==> src/rtl/transmissor_16.sv <==
// transmissor_16: serial transmitter for 16-bit words.
// On partida the word on dados is latched and sent as two asynchronous frames,
// low byte first. Each frame is: start(0), 8 data bits LSB first, even parity,
// stop(1). All outputs are registered.
//
// Ports:
//   clock        - system clock, rising edge
//   reset        - asynchronous, active-high
//   partida      - start request, sampled only in REPOUSO
//   dados[15:0]  - word to send, latched when leaving REPOUSO
//   saida_serial - serial line, idle high
//   ocupado      - high in every state except REPOUSO
//   pronto       - one-cycle pulse in FIM
//   db_estado    - current FSM state code
module transmissor_16 #(
  parameter int unsigned CLKS_PER_BIT = 434
) (
  input  logic        clock,
  input  logic        reset,
  input  logic        partida,
  input  logic [15:0] dados,
  output logic        saida_serial,
  output logic        ocupado,
  output logic        pronto,
  output logic [2:0]  db_estado
);

  localparam int unsigned WORD_W    = 16;
  localparam int unsigned BYTE_W    = 8;
  localparam int unsigned FRAME_W   = 11;
  localparam int unsigned BIT_CNT_W = 4;
  // CLKS_PER_BIT = 1 still needs a 1-bit baud counter
  localparam int unsigned BAUD_W    = (CLKS_PER_BIT > 1) ? $clog2(CLKS_PER_BIT) : 1;

  localparam logic [BAUD_W-1:0]    BAUD_LAST = BAUD_W'(CLKS_PER_BIT - 1);
  localparam logic [BIT_CNT_W-1:0] BIT_LAST  = BIT_CNT_W'(FRAME_W - 1);

  typedef enum logic [2:0] {
    REPOUSO     = 3'd0,
    CARREGA_1   = 3'd1,
    TRANSMITE_1 = 3'd2,
    CARREGA_2   = 3'd3,
    TRANSMITE_2 = 3'd4,
    FIM         = 3'd5
  } state_t;

  state_t                 r_state;
  logic [WORD_W-1:0]      r_word;
  logic [FRAME_W-1:0]     r_frame;
  logic [BAUD_W-1:0]      r_baud;
  logic [BIT_CNT_W-1:0]   r_bit;
  logic                   r_saida;
  logic                   r_ocupado;
  logic                   r_pronto;

  state_t                 w_next_state;
  logic [WORD_W-1:0]      w_next_word;
  logic [FRAME_W-1:0]     w_next_frame;
  logic [BAUD_W-1:0]      w_next_baud;
  logic [BIT_CNT_W-1:0]   w_next_bit;
  logic                   w_next_saida;
  logic                   w_baud_done;

  // Frame layout, bit 0 leaves first: {stop, parity, data[7:0], start}
  function automatic logic [FRAME_W-1:0] f_frame(input logic [BYTE_W-1:0] b);
    return {1'b1, ^b, b, 1'b0};
  endfunction

  assign w_baud_done = (r_baud == BAUD_LAST);

  // Next-state, datapath and next-output logic
  always_comb begin
    w_next_state = r_state;
    w_next_word  = r_word;
    w_next_frame = r_frame;
    w_next_baud  = r_baud;
    w_next_bit   = r_bit;
    w_next_saida = 1'b1;

    case (r_state)
      REPOUSO: begin
        if (partida) begin
          w_next_state = CARREGA_1;
          w_next_word  = dados;
        end
      end
      CARREGA_1: begin
        w_next_frame = f_frame(r_word[BYTE_W-1:0]);
        w_next_baud  = '0;
        w_next_bit   = '0;
        w_next_state = TRANSMITE_1;
      end
      CARREGA_2: begin
        w_next_frame = f_frame(r_word[WORD_W-1:BYTE_W]);
        w_next_baud  = '0;
        w_next_bit   = '0;
        w_next_state = TRANSMITE_2;
      end
      TRANSMITE_1, TRANSMITE_2: begin
        if (w_baud_done) begin
          w_next_baud  = '0;
          w_next_frame = {1'b1, r_frame[FRAME_W-1:1]};
          if (r_bit == BIT_LAST) begin
            w_next_bit   = '0;
            w_next_state = (r_state == TRANSMITE_1) ? CARREGA_2 : FIM;
          end else begin
            w_next_bit = r_bit + BIT_CNT_W'(1);
          end
        end else begin
          w_next_baud = r_baud + BAUD_W'(1);
        end
      end
      FIM: begin
        w_next_state = REPOUSO;
      end
      default: begin
        w_next_state = REPOUSO;
      end
    endcase

    // Line follows the frame only while a frame is on the wire
    if ((w_next_state == TRANSMITE_1) || (w_next_state == TRANSMITE_2)) begin
      w_next_saida = w_next_frame[0];
    end
  end

  // State, datapath and output registers
  always_ff @(posedge clock or posedge reset) begin
    if (reset) begin
      r_state   <= REPOUSO;
      r_word    <= '0;
      r_frame   <= '1;
      r_baud    <= '0;
      r_bit     <= '0;
      r_saida   <= 1'b1;
      r_ocupado <= 1'b0;
      r_pronto  <= 1'b0;
    end else begin
      r_state   <= w_next_state;
      r_word    <= w_next_word;
      r_frame   <= w_next_frame;
      r_baud    <= w_next_baud;
      r_bit     <= w_next_bit;
      r_saida   <= w_next_saida;
      r_ocupado <= (w_next_state != REPOUSO);
      r_pronto  <= (w_next_state == FIM);
    end
  end

  assign saida_serial = r_saida;
  assign ocupado      = r_ocupado;
  assign pronto       = r_pronto;
  assign db_estado    = r_state;

endmodule

==> config.mk <==
export PLATFORM = sky130hd
export DESIGN_NAME = transmissor_16
export DESIGN_NICKNAME = d
export VERILOG_FILES = /design/src/rtl/transmissor_16.sv
export SDC_FILE = /design/constraint.sdc
export NUM_CORES = 1
export LEC_CHECK = 0
export BUFFER_PORTS_ARGS = -buffer_cell sky130_fd_sc_hd__clkbuf_2
export CORE_ASPECT_RATIO = 1.75
export CORE_UTILIZATION = 40
export DETAILED_ROUTE_END_ITERATION = 8
export PLACE_DENSITY = 0.66
export SYNTH_ARGS = -nofsm -noshare
export SYNTH_HDL_FRONTEND = slang
export SYNTH_SLANG_ARGS = --single-unit
export TNS_END_PERCENT = 50
==> constraint.sdc <==
create_clock -name clock -period 3.95 [get_ports clock]
set_input_delay 0.5925 -clock clock [delete_from_list [all_inputs] [get_ports clock]]
set_output_delay 0.5925 -clock clock [all_outputs]
set_load 0.02 [all_outputs]
==> flow_summary_export.csv, run 1 <==
group,metric,value,unit
place,placed_cells,283,
yosys,syn_inst,191,
die,start_util,41.9,%
power_and_ir_drop,p_leak,1.11,nW
power_and_ir_drop,p_switching,0.735,mW
cts,tritoncts,"done",
routing,drc,0,
finish,antennaDiodeCount,0,
yosys,async_reset_ff_share,100,%
timing,holdWs,405,ps
global_routing,grt_usage,15.9,%
cts,clk_pin_slew_worst_paths,90,ps
timing,worst_pin_slew,1090,ps
cts,root_buffer,"clkbuf_8",
setup_path,rr_endpoint,"r_word[13]",
yosys,synth_nets,214,
setup_path,worstSetupPathType,"reg2reg",
yosys,synth_top_area_share,38.0,%
routing,drtIter0Drc,77,
timing,setup_tns,0,ps
cts,hold_buffers,0,
power_and_ir_drop,pwr-share-seq,43.3,%
cts,cts_buffers,5,
die,die_w,58.6,um
routing,wire_per_inst,14.0,um
die,die_area,5920,um2
die,core.rowCount,35,
setup_path,crit_path_end_kind,"flop",
finish,final_cell_mix,"dfrtp_1, nand2_1, clkbuf_2",
finish,layout_commonest_cell,"dfrtp_1",
yosys,synth-main-ff-cell,"dfrtp_1",
yosys,ys_seq_area_share,52.0,%
power_and_ir_drop,p_per_area,769,nW/um2
timing,slew_headroom,27.4,%
place,dpl.hpwl,2900,um
global_routing,grt_overflow,0,
yosys,synth_edf_count,0,
routing,drt-total-wl,4070,um
setup_path,critPathMaxStageDelay,980,ps
power_and_ir_drop,p_comb_share,41.9,%
power_and_ir_drop,power.share.clock,14.8,%
cts,ctsResizeCount,0,
yosys,synthesis.area_per_instance,11.7,um2
place,portBuffers,24,
timing,slew_viol_final,0,
setup_path,required,4140,ps
die,core_area,5340,um2
global_routing,grt_pass1_wl,6940,um
setup_path,crit_arrival,2270,ps
setup_path,slowest_stage,"nor4b_4",
timing,hold_violations,0,
yosys,synth_top_area_cell,"dfrtp_1",
setup_path,worst_setup_path_start_kind,"flop",
yosys,synth_cell_types,41,
flow_run,drv_cap,0,
cts,clk_latency,300,ps
timing,clock_skew,11.3,ps
finish,nets,239,
place,gp_routability_congestion,0.743,
timing,setup_viol,0,
timing,fmax,480,MHz
finish,syn2layout_area_growth,10.9,%
die,die_h,101,um
power_and_ir_drop,internal_power,1.18,mW
setup_path,r2r-start,"db_estado[2]",
place,place_ws,1850,ps
global_routing,antenna_found_initial,0,
cts,clockBufferDepth,2,
global_routing,grt_pass1_vias,1533,
yosys,yosys_warnings,0,
cts,cts_max_level,2,
min_path,min_path_type,"in2async",
global_routing,grt_max_degree,47,
timing,post-route-period-util,52.7,%
setup_path,cp_cell_sequence,"nor4b_4, mux2_2",
setup_path,r2r_slack,1870,ps
yosys,synth_top_cells_by_area,"dfrtp_1, dfstp_2, nand2_1, xnor2_1, mux2_1",
finish,n_fill_cell,548,
die,io_pins,25,
routing,viasPerCell,5.22,
routing,ant_nets,0,
timing,period_minus_slack,2080,ps
routing,first_pass_iters,4,
cts,cts_setup_buffers,0,
setup_path,worstRegToRegCells,2,
setup_path,critical-path-top-delay-family,"simple AND/OR/NAND/NOR gates",
power_and_ir_drop,switching_share,38.5,%
yosys,syn_area,2240,um2
finish,drive_above_1_share,27.2,%
setup_path,crit_buf_inv,0,
timing,rsz0062_at_grt,"no",
yosys,ys_ff_latch,46,
power_and_ir_drop,ir_worst_vdd,0.430,mV
timing,finalWorstSetupSlack,1870,ps
cts,cts_sinks,46,
outcome,status,"finished clean",
routing,vias,1520,
setup_path,crit_fanout,17,
finish,final_cells,291,
[how the worst max path moves through the flow]
| stage | startpoint | to | slack [ps] | cells after the start |
|---|---|---|---|---|
| floorplan | db_estado[2] | r_word[0] | 2210 | 4 |
| global placement | db_estado[2] | r_word[11] | 1880 | 2 |
| detailed placement | db_estado[2] | r_word[13] | 1850 | 2 |
| CTS | db_estado[2] | r_word[13] | 1840 | 2 |
| global route | db_estado[2] | r_word[8] | 1700 | 2 |
| finish | db_estado[2] | r_word[13] | 1870 | 2 |
[metrics by stage]
stage | utilization, % | area, um2 | total power, mW
detailed placement | 45.0 | 2400 | 1.65
global placement | 45.0 | 2400 | 1.63
floorplan | - | 2240 | 1.50
global route | 46.5 | 2490 | 2.05
CTS | 46.5 | 2490 | 1.93
finish | 46.5 | 2490 | 1.91
[cell usage after synthesis (2+ instances only)]
cell type / number
dfrtp_1: 34
nand2_1: 32
xnor2_1: 13
dfstp_2: 12
mux2_1: 10
a222oi_1: 9
o21ai_0: 7
mux2_2: 6
o21ai_1: 6
xor2_1: 6
buf_4: 4
ha_1: 4
inv_1: 4
nand2b_1: 4
nor2b_1: 4
a21oi_1: 3
and3_1: 3
nand3_1: 3
nor2_1: 3
buf_6: 2
nand4_1: 2
[power groups by stage]
| stage | Combinational (mW) | Sequential (mW) | Clock [mW] |
|---|---|---|---|
| after floorplan | 0.712 | 0.791 | 0 |
| after global placement | 0.802 | 0.830 | 0 |
| after detailed placement | 0.815 | 0.836 | 0 |
| after CTS | 0.816 | 0.827 | 0.291 |
| after global routing | 0.890 | 0.850 | 0.309 |
| final | 0.801 | 0.828 | 0.282 |
[routing by layer]
metal | GRT usage (%) | share of wire, %
met5 | 0 | 0
met4 | 8.06 | 2.3
met3 | 3.34 | 2.7
met2 | 28.8 | 55
met1 | 16.8 | 40
[registers in the layout, indices dropped and copies added, names as in the netlist]
signal,cells
r_bit,4
db_estado,3
r_frame,11
saida_serial,1
r_baud,9
r_word,16
ocupado,1
pronto,1
[kinds of logic after synthesis]
kind of cell	after synthesis	share of synthesized area [%]
AOI/OAI and AO/OA	32	10.1
xor gates and xnor gates	21	9.38
adders and majority gates	4	2.23
buffers and inverters	12	3.91
DFF	46	52.0
muxes	16	8.04
and+or+nand+nor	60	14.3
[worst reg2reg max path, cell delays in order (launching register included)]
cell	delay, ps
dfrtp_1	570
nor4b_4	980
mux2_2	420
[layout make-up]
class,instances,area [um2],area share (%)
sequential,46,1170,46.9
multi-input combinational,133,993,40.0
timing repair buffer,26,135,5.44
tap,74,92.6,3.72
clock buffer,7,76.3,3.07
inverter,4,15.0,0.604
clock inverter,1,7.51,0.302
(Power assumes the default switching activity.)
==> run 2, diff against run 1 <==
PLACE_DENSITY = 0.68   (was 0.66)
clock period = 1.65 ns   (was 3.95 ns; I/O delays follow)
==> flow_summary_export.csv, run 2 (synthesized netlist as in run 1, its figures left out) <==
group,metric,value,unit
outcome,status,"finished clean",
global_routing,grt_overflow,0,
finish,top_regs,"r_word (16), r_frame (11), r_baud (9)",
setup_path,worst_setup_path_start_kind,"flop",
timing,slew_viol_final,0,
setup_path,critical-path-top-delay-family,"compound AO/OA/AOI/OAI gates",
timing,period_minus_slack,1640,ps
finish,regMostFlops,"r_word",
die,io_pins,25,
setup_path,crit_buf_inv,1,
routing,wire_per_inst,14.7,um
global_routing,grt_usage,17.1,%
min_path,holdPathEnd,"r_word[1]",
finish,syn2layout_area_growth,22.3,%
setup_path,crit_path_end_kind,"flop",
setup_path,r2r-start,"r_baud[0]",
global_routing,grt_pass1_wl,7470,um
setup_path,worstSetupPathType,"reg2reg",
setup_path,slowest_stage,"dfrtp_1",
finish,largest_reg_flops,16,
min_path,min_path_type,"in2reg",
place,portBuffers,24,
setup_path,r2r_slack,9,ps
power_and_ir_drop,ir_worst_vdd,0.976,mV
setup_path,critPathMaxStageDelay,420,ps
cts,cts_max_level,2,
setup_path,rr_endpoint,"r_baud[7]",
routing,viasPerCell,5.06,
timing,setup_tns,0,ps
min_path,holdCritStartpoint,"dados[1]",
cts,clk_pin_slew_worst_paths,90,ps
finish,drive_above_1_share,36.3,%
min_path,hold_depth,2,
routing,ant_nets,0,
routing,drc,0,
flow_run,drv_cap,0,
timing,worst_pin_slew,506,ps
die,core_area,5340,um2
global_routing,antenna_found_initial,0,
die,die_h,101,um
cts,cts_sinks,46,
place,dpl_cell_area,2560,um2
finish,nets,259,
cts,tritoncts,"done",
cts,clk_latency,310,ps
routing,drtIter0Drc,88,
die,core.rowCount,35,
setup_path,crit_arrival,1860,ps
cts,clockBufferDepth,2,
timing,post-route-period-util,99.5,%
setup_path,crit_path_start,"r_baud[0]",
routing,drt-total-wl,4560,um
cts,cts_buffers,5,
power_and_ir_drop,p_leak,1.24,nW
setup_path,cp_cell_sequence,"ha_4, and4b_1, a211o_2, buf_4, nor2b_1, o21ai_0, o31ai_1",
timing,hold_violations,0,
timing,setup_viol,0,
timing,clock_skew,3.81,ps
finish,design_area,2740,um2
setup_path,worstRegToRegCells,7,
cts,cts_setup_buffers,0,
timing,slew_headroom,66.2,%
routing,vias,1574,
global_routing,grt_pass1_vias,1611,
finish,antennaDiodeCount,0,
place,gp_routability_congestion,0.802,
setup_path,crit_fanout,7,
die,die_w,58.6,um
finish,fin_util,51.3,%
cts,root_buffer,"clkbuf_8",
place,dpl.hpwl,3290,um
die,die_area,5920,um2
global_routing,grt_max_degree,23,
timing,fmax,609,MHz
finish,final_cell_mix,"nand2_1, dfrtp_1, clkbuf_2",
routing,first_pass_iters,5,
die,start_util,41.9,%
setup_path,required,1870,ps
power_and_ir_drop,p_per_area,1900,nW/um2
timing,rsz0062_at_grt,"yes",
==> run 2: how the worst max path moves through the flow <==
stage          cells past startpoint        end  slack, ps
6_report                           7  r_baud[7]          9
5_1_grt                            8   r_bit[3]       -110
4_1_cts                            8   r_bit[3]          2
3_5_place_dp                       8   r_bit[3]        -60
3_3_place_gp                       8   r_bit[3]        -30
2_1_floorplan                      4  r_word[0]        -50
==> run 2: worst reg2reg max path, delay by kind of cell, from the launching register on <==
kind                     cells  cell delay (ps)
flip-flops                   1              420
AO/OA/AOI/OAI                3              490
buffers and inverters        1              170
AND/OR/NAND/NOR              2              310
adder cells (fa/ha/maj)      1              170
==> run 2: final cells by class <==
cell class	instances	area [um2]
Tap cell	74	92.6
Clock buffer	5	68.8
Multi-Input combinational cell	133	1030
Sequential cell	46	1170
Inverter	4	15.0
Timing Repair Buffer	46	317
Fill cell	513	2600
Clock inverter	3	45.0
==> run 2: routing by layer <==
layer  routed length (um)  part of all wire [%]  vias to the layer above  GRT usage (%)
met4                  129                   2.8                        0           9.71
met1                 1750                    38                      776           17.3
met5                    0                     0                        -              0
li1                     -                     -                      760              -
met2                 2560                    56                       29           31.7
met3                  125                   2.7                        9           2.95
==> run 2: timing repair <==
action | in CTS | in global routing
pin swaps | 1 | 11
hold buffers | 1 | 0
endpoints found under the hold margin | 16 | 0
resized for setup | 4 | 9
gates cloned | 1 | 0
setup endpoints to repair | 13 | 25
==> run 2: power breakdown <==
part | total, mW | leakage, nW | internal, mW | switching [mW]
sequential | 1.96 | 0.552 | 1.58 | 0.379
combinational | 2.38 | 0.637 | 1.24 | 1.14
clock | 0.855 | 0.0504 | 0.451 | 0.404
total | 5.20 | 1.24 | 3.28 | 1.93
==> run 2: through the flow <==
| step | hold slack [ps] | total power, mW | worst slack, ps | instances |
|---|---|---|---|---|
| after CTS | 144 | 5.20 | 2.33 | 311 |
| after detailed placement | 298 | 4.32 | -61.2 | 301 |
| after global placement | 296 | 4.26 | -25.0 | 301 |
| after global routing | 145 | 5.58 | -113 | 311 |
| final | 149 | 5.20 | 8.64 | 311 |
| after floorplan | 382 | 3.61 | -50.1 | 191 |
==> run 3, diff against run 2 <==
RECOVER_POWER = 50   (was not set)
==> flow_summary_export.csv, run 3 (synthesized netlist as in run 1, its figures left out) <==
group,metric,value,unit
cts,cts_max_level,2,
die,core_area,5340,um2
setup_path,crit_buf_inv,1,
timing,setup_viol,0,
place,dpl.hpwl,3290,um
place,portBuffers,24,
setup_path,cp_num_cells,7,
timing,hold_violations,0,
setup_path,crit_path_start,"r_baud[0]",
routing,vias,1570,
power_and_ir_drop,ir_worst_vdd,0.975,mV
setup_path,required,1870,ps
setup_path,critical-path-top-delay-family,"compound AO/OA/AOI/OAI gates",
power_and_ir_drop,p_switching,1.93,mW
global_routing,antenna_found_initial,0,
timing,clock_skew,3.77,ps
global_routing,grt_overflow,0,
cts,cts_buffers,5,
timing,slew_headroom,39.1,%
power_and_ir_drop,p_per_area,1900,nW/um2
global_routing,grt_pass1_vias,1611,
global_routing,grt_usage,17.1,%
routing,first_pass_iters,5,
finish,drive_above_1_share,34.6,%
outcome,status,"finished clean",
finish,syn2layout_area_growth,21.9,%
power_and_ir_drop,p_total,5.19,mW
place,dpl_cell_area,2560,um2
min_path,holdCritStartpoint,"dados[1]",
die,die_w,58.6,um
finish,largest_reg_flops,16,
cts,clk_latency,310,ps
timing,fmax,610,MHz
routing,ant_nets,0,
routing,drc,0,
cts,clockBufferDepth,2,
power_and_ir_drop,internal_power,3.26,mW
min_path,hold_depth,2,
setup_path,cp_cell_sequence,"ha_4, and4b_1, a211o_2, buf_4, nor2b_1, o21ai_0, o31ai_1",
finish,top_regs,"r_word (16), r_frame (11), r_baud (9)",
setup_path,worstSetupPathType,"reg2reg",
die,io_pins,25,
routing,drt-total-wl,4570,um
finish,design_area,2730,um2
finish,regMostFlops,"r_word",
global_routing,grt_pass1_wl,7470,um
timing,worst_pin_slew,913,ps
place,gp_routability_congestion,0.802,
power_and_ir_drop,p_leak,1.23,nW
flow_run,drv_cap,0,
min_path,min_path_type,"in2reg",
setup_path,slowest_stage,"dfrtp_1",
die,core.rowCount,35,
power_and_ir_drop,switching_share,37.1,%
timing,post-route-period-util,99.4,%
setup_path,crit_fanout,7,
timing,rsz0062_at_grt,"yes",
setup_path,r2r-start,"r_baud[0]",
routing,drtIter0Drc,85,
cts,cts_setup_buffers,0,
setup_path,crit_arrival,1860,ps
cts,tritoncts,"done",
timing,holdWs,149,ps
routing,viasPerCell,5.05,
cts,cts_sinks,46,
power_and_ir_drop,p_comb_share,45.7,%
finish,nets,259,
timing,period_minus_slack,1640,ps
cts,clk_pin_slew_worst_paths,90,ps
setup_path,crit_path_end_kind,"flop",
setup_path,worst_setup_path_start_kind,"flop",
setup_path,critPathMaxStageDelay,420,ps
power_and_ir_drop,pwr-share-seq,37.8,%
die,start_util,41.9,%
global_routing,grt_max_degree,23,
die,die_area,5920,um2
die,die_h,101,um
power_and_ir_drop,power.share.clock,16.5,%
cts,root_buffer,"clkbuf_8",
finish,fin_util,51.1,%
finish,final_cell_mix,"nand2_1, dfrtp_1, clkbuf_2",
timing,setup_tns,0,ps
setup_path,worstRegToRegCells,7,
routing,wire_per_inst,14.7,um
timing,slew_viol_final,0,
finish,antennaDiodeCount,0,
[run 3: cell count changes in the layout (fill, tap and decap cells not counted)]
cell      before  now
clkbuf_1       0    3
buf_4         18   16
clkbuf_2      24   23
inv_1          2    3
inv_2          2    1
[run 3: power by group through the flow]
stage | registers, mW | clock network (mW) | logic, mW
2_1_floorplan | 1.90 | 0 | 1.71
6_report | 1.96 | 0.855 | 2.37
4_1_cts | 1.95 | 0.886 | 2.37
3_5_place_dp | 1.97 | 0 | 2.35
3_3_place_gp | 1.96 | 0 | 2.30
5_1_grt | 2.02 | 0.914 | 2.64
[run 3: worst register-to-register path: cells and delay by family, from the launching register on]
| kind | cells | cell delay [ps] |
|---|---|---|
| compound gates | 3 | 490 |
| flops | 1 | 420 |
| simple gates | 2 | 310 |
| fa+ha+maj | 1 | 170 |
| buf+inv | 1 | 170 |
[run 3: metal layers]
layer  track usage [%]  part of all wire, %  vias up
li1                  -                    -      760
met5                 0                    0        -
met4              9.71                  2.8        0
met3              2.95                  2.9        9
met1              17.3                   38      770
met2              31.7                   56       31
[run 3: per-stage QoR]
stage | setup slack [ps] | instances
global placement | -25.0 | 301
detailed placement | -61.2 | 301
floorplan | -50.1 | 191
CTS | 2.33 | 311
finish | 9.47 | 311
global route | -113 | 311
[run 3: layout make-up]
cell class / instances / area (um2)
clock inverters: 3 / 45.0
well taps: 74 / 92.6
fillers: 513 / 2610
repair buffers: 46 / 308
inverters: 4 / 15.0
clock buffers: 5 / 68.8
flip-flops and latches: 46 / 1170
multi-input cells: 133 / 1030
[run 3: final timing paths]
kind	to	slack, ps
setup / recovery	r_baud[7]	9
hold / removal	r_word[1]	150
max in group asynchronous	db_estado[0]	300
setup reg to reg	r_baud[7]	9
min in group asynchronous	r_word[15]	660
hold reg to reg	r_frame[6]	460
[run 3: timing repair]
| item | 4_1_cts | 5_1_grt |
|---|---|---|
| resized for setup | 4 | 9 |
| endpoints found under the setup margin | 13 | 25 |
| hold buffers | 1 | 0 |
| pin swaps | 1 | 11 |
| hold endpoints to repair | 16 | 0 |
| cloned | 1 | 0 |
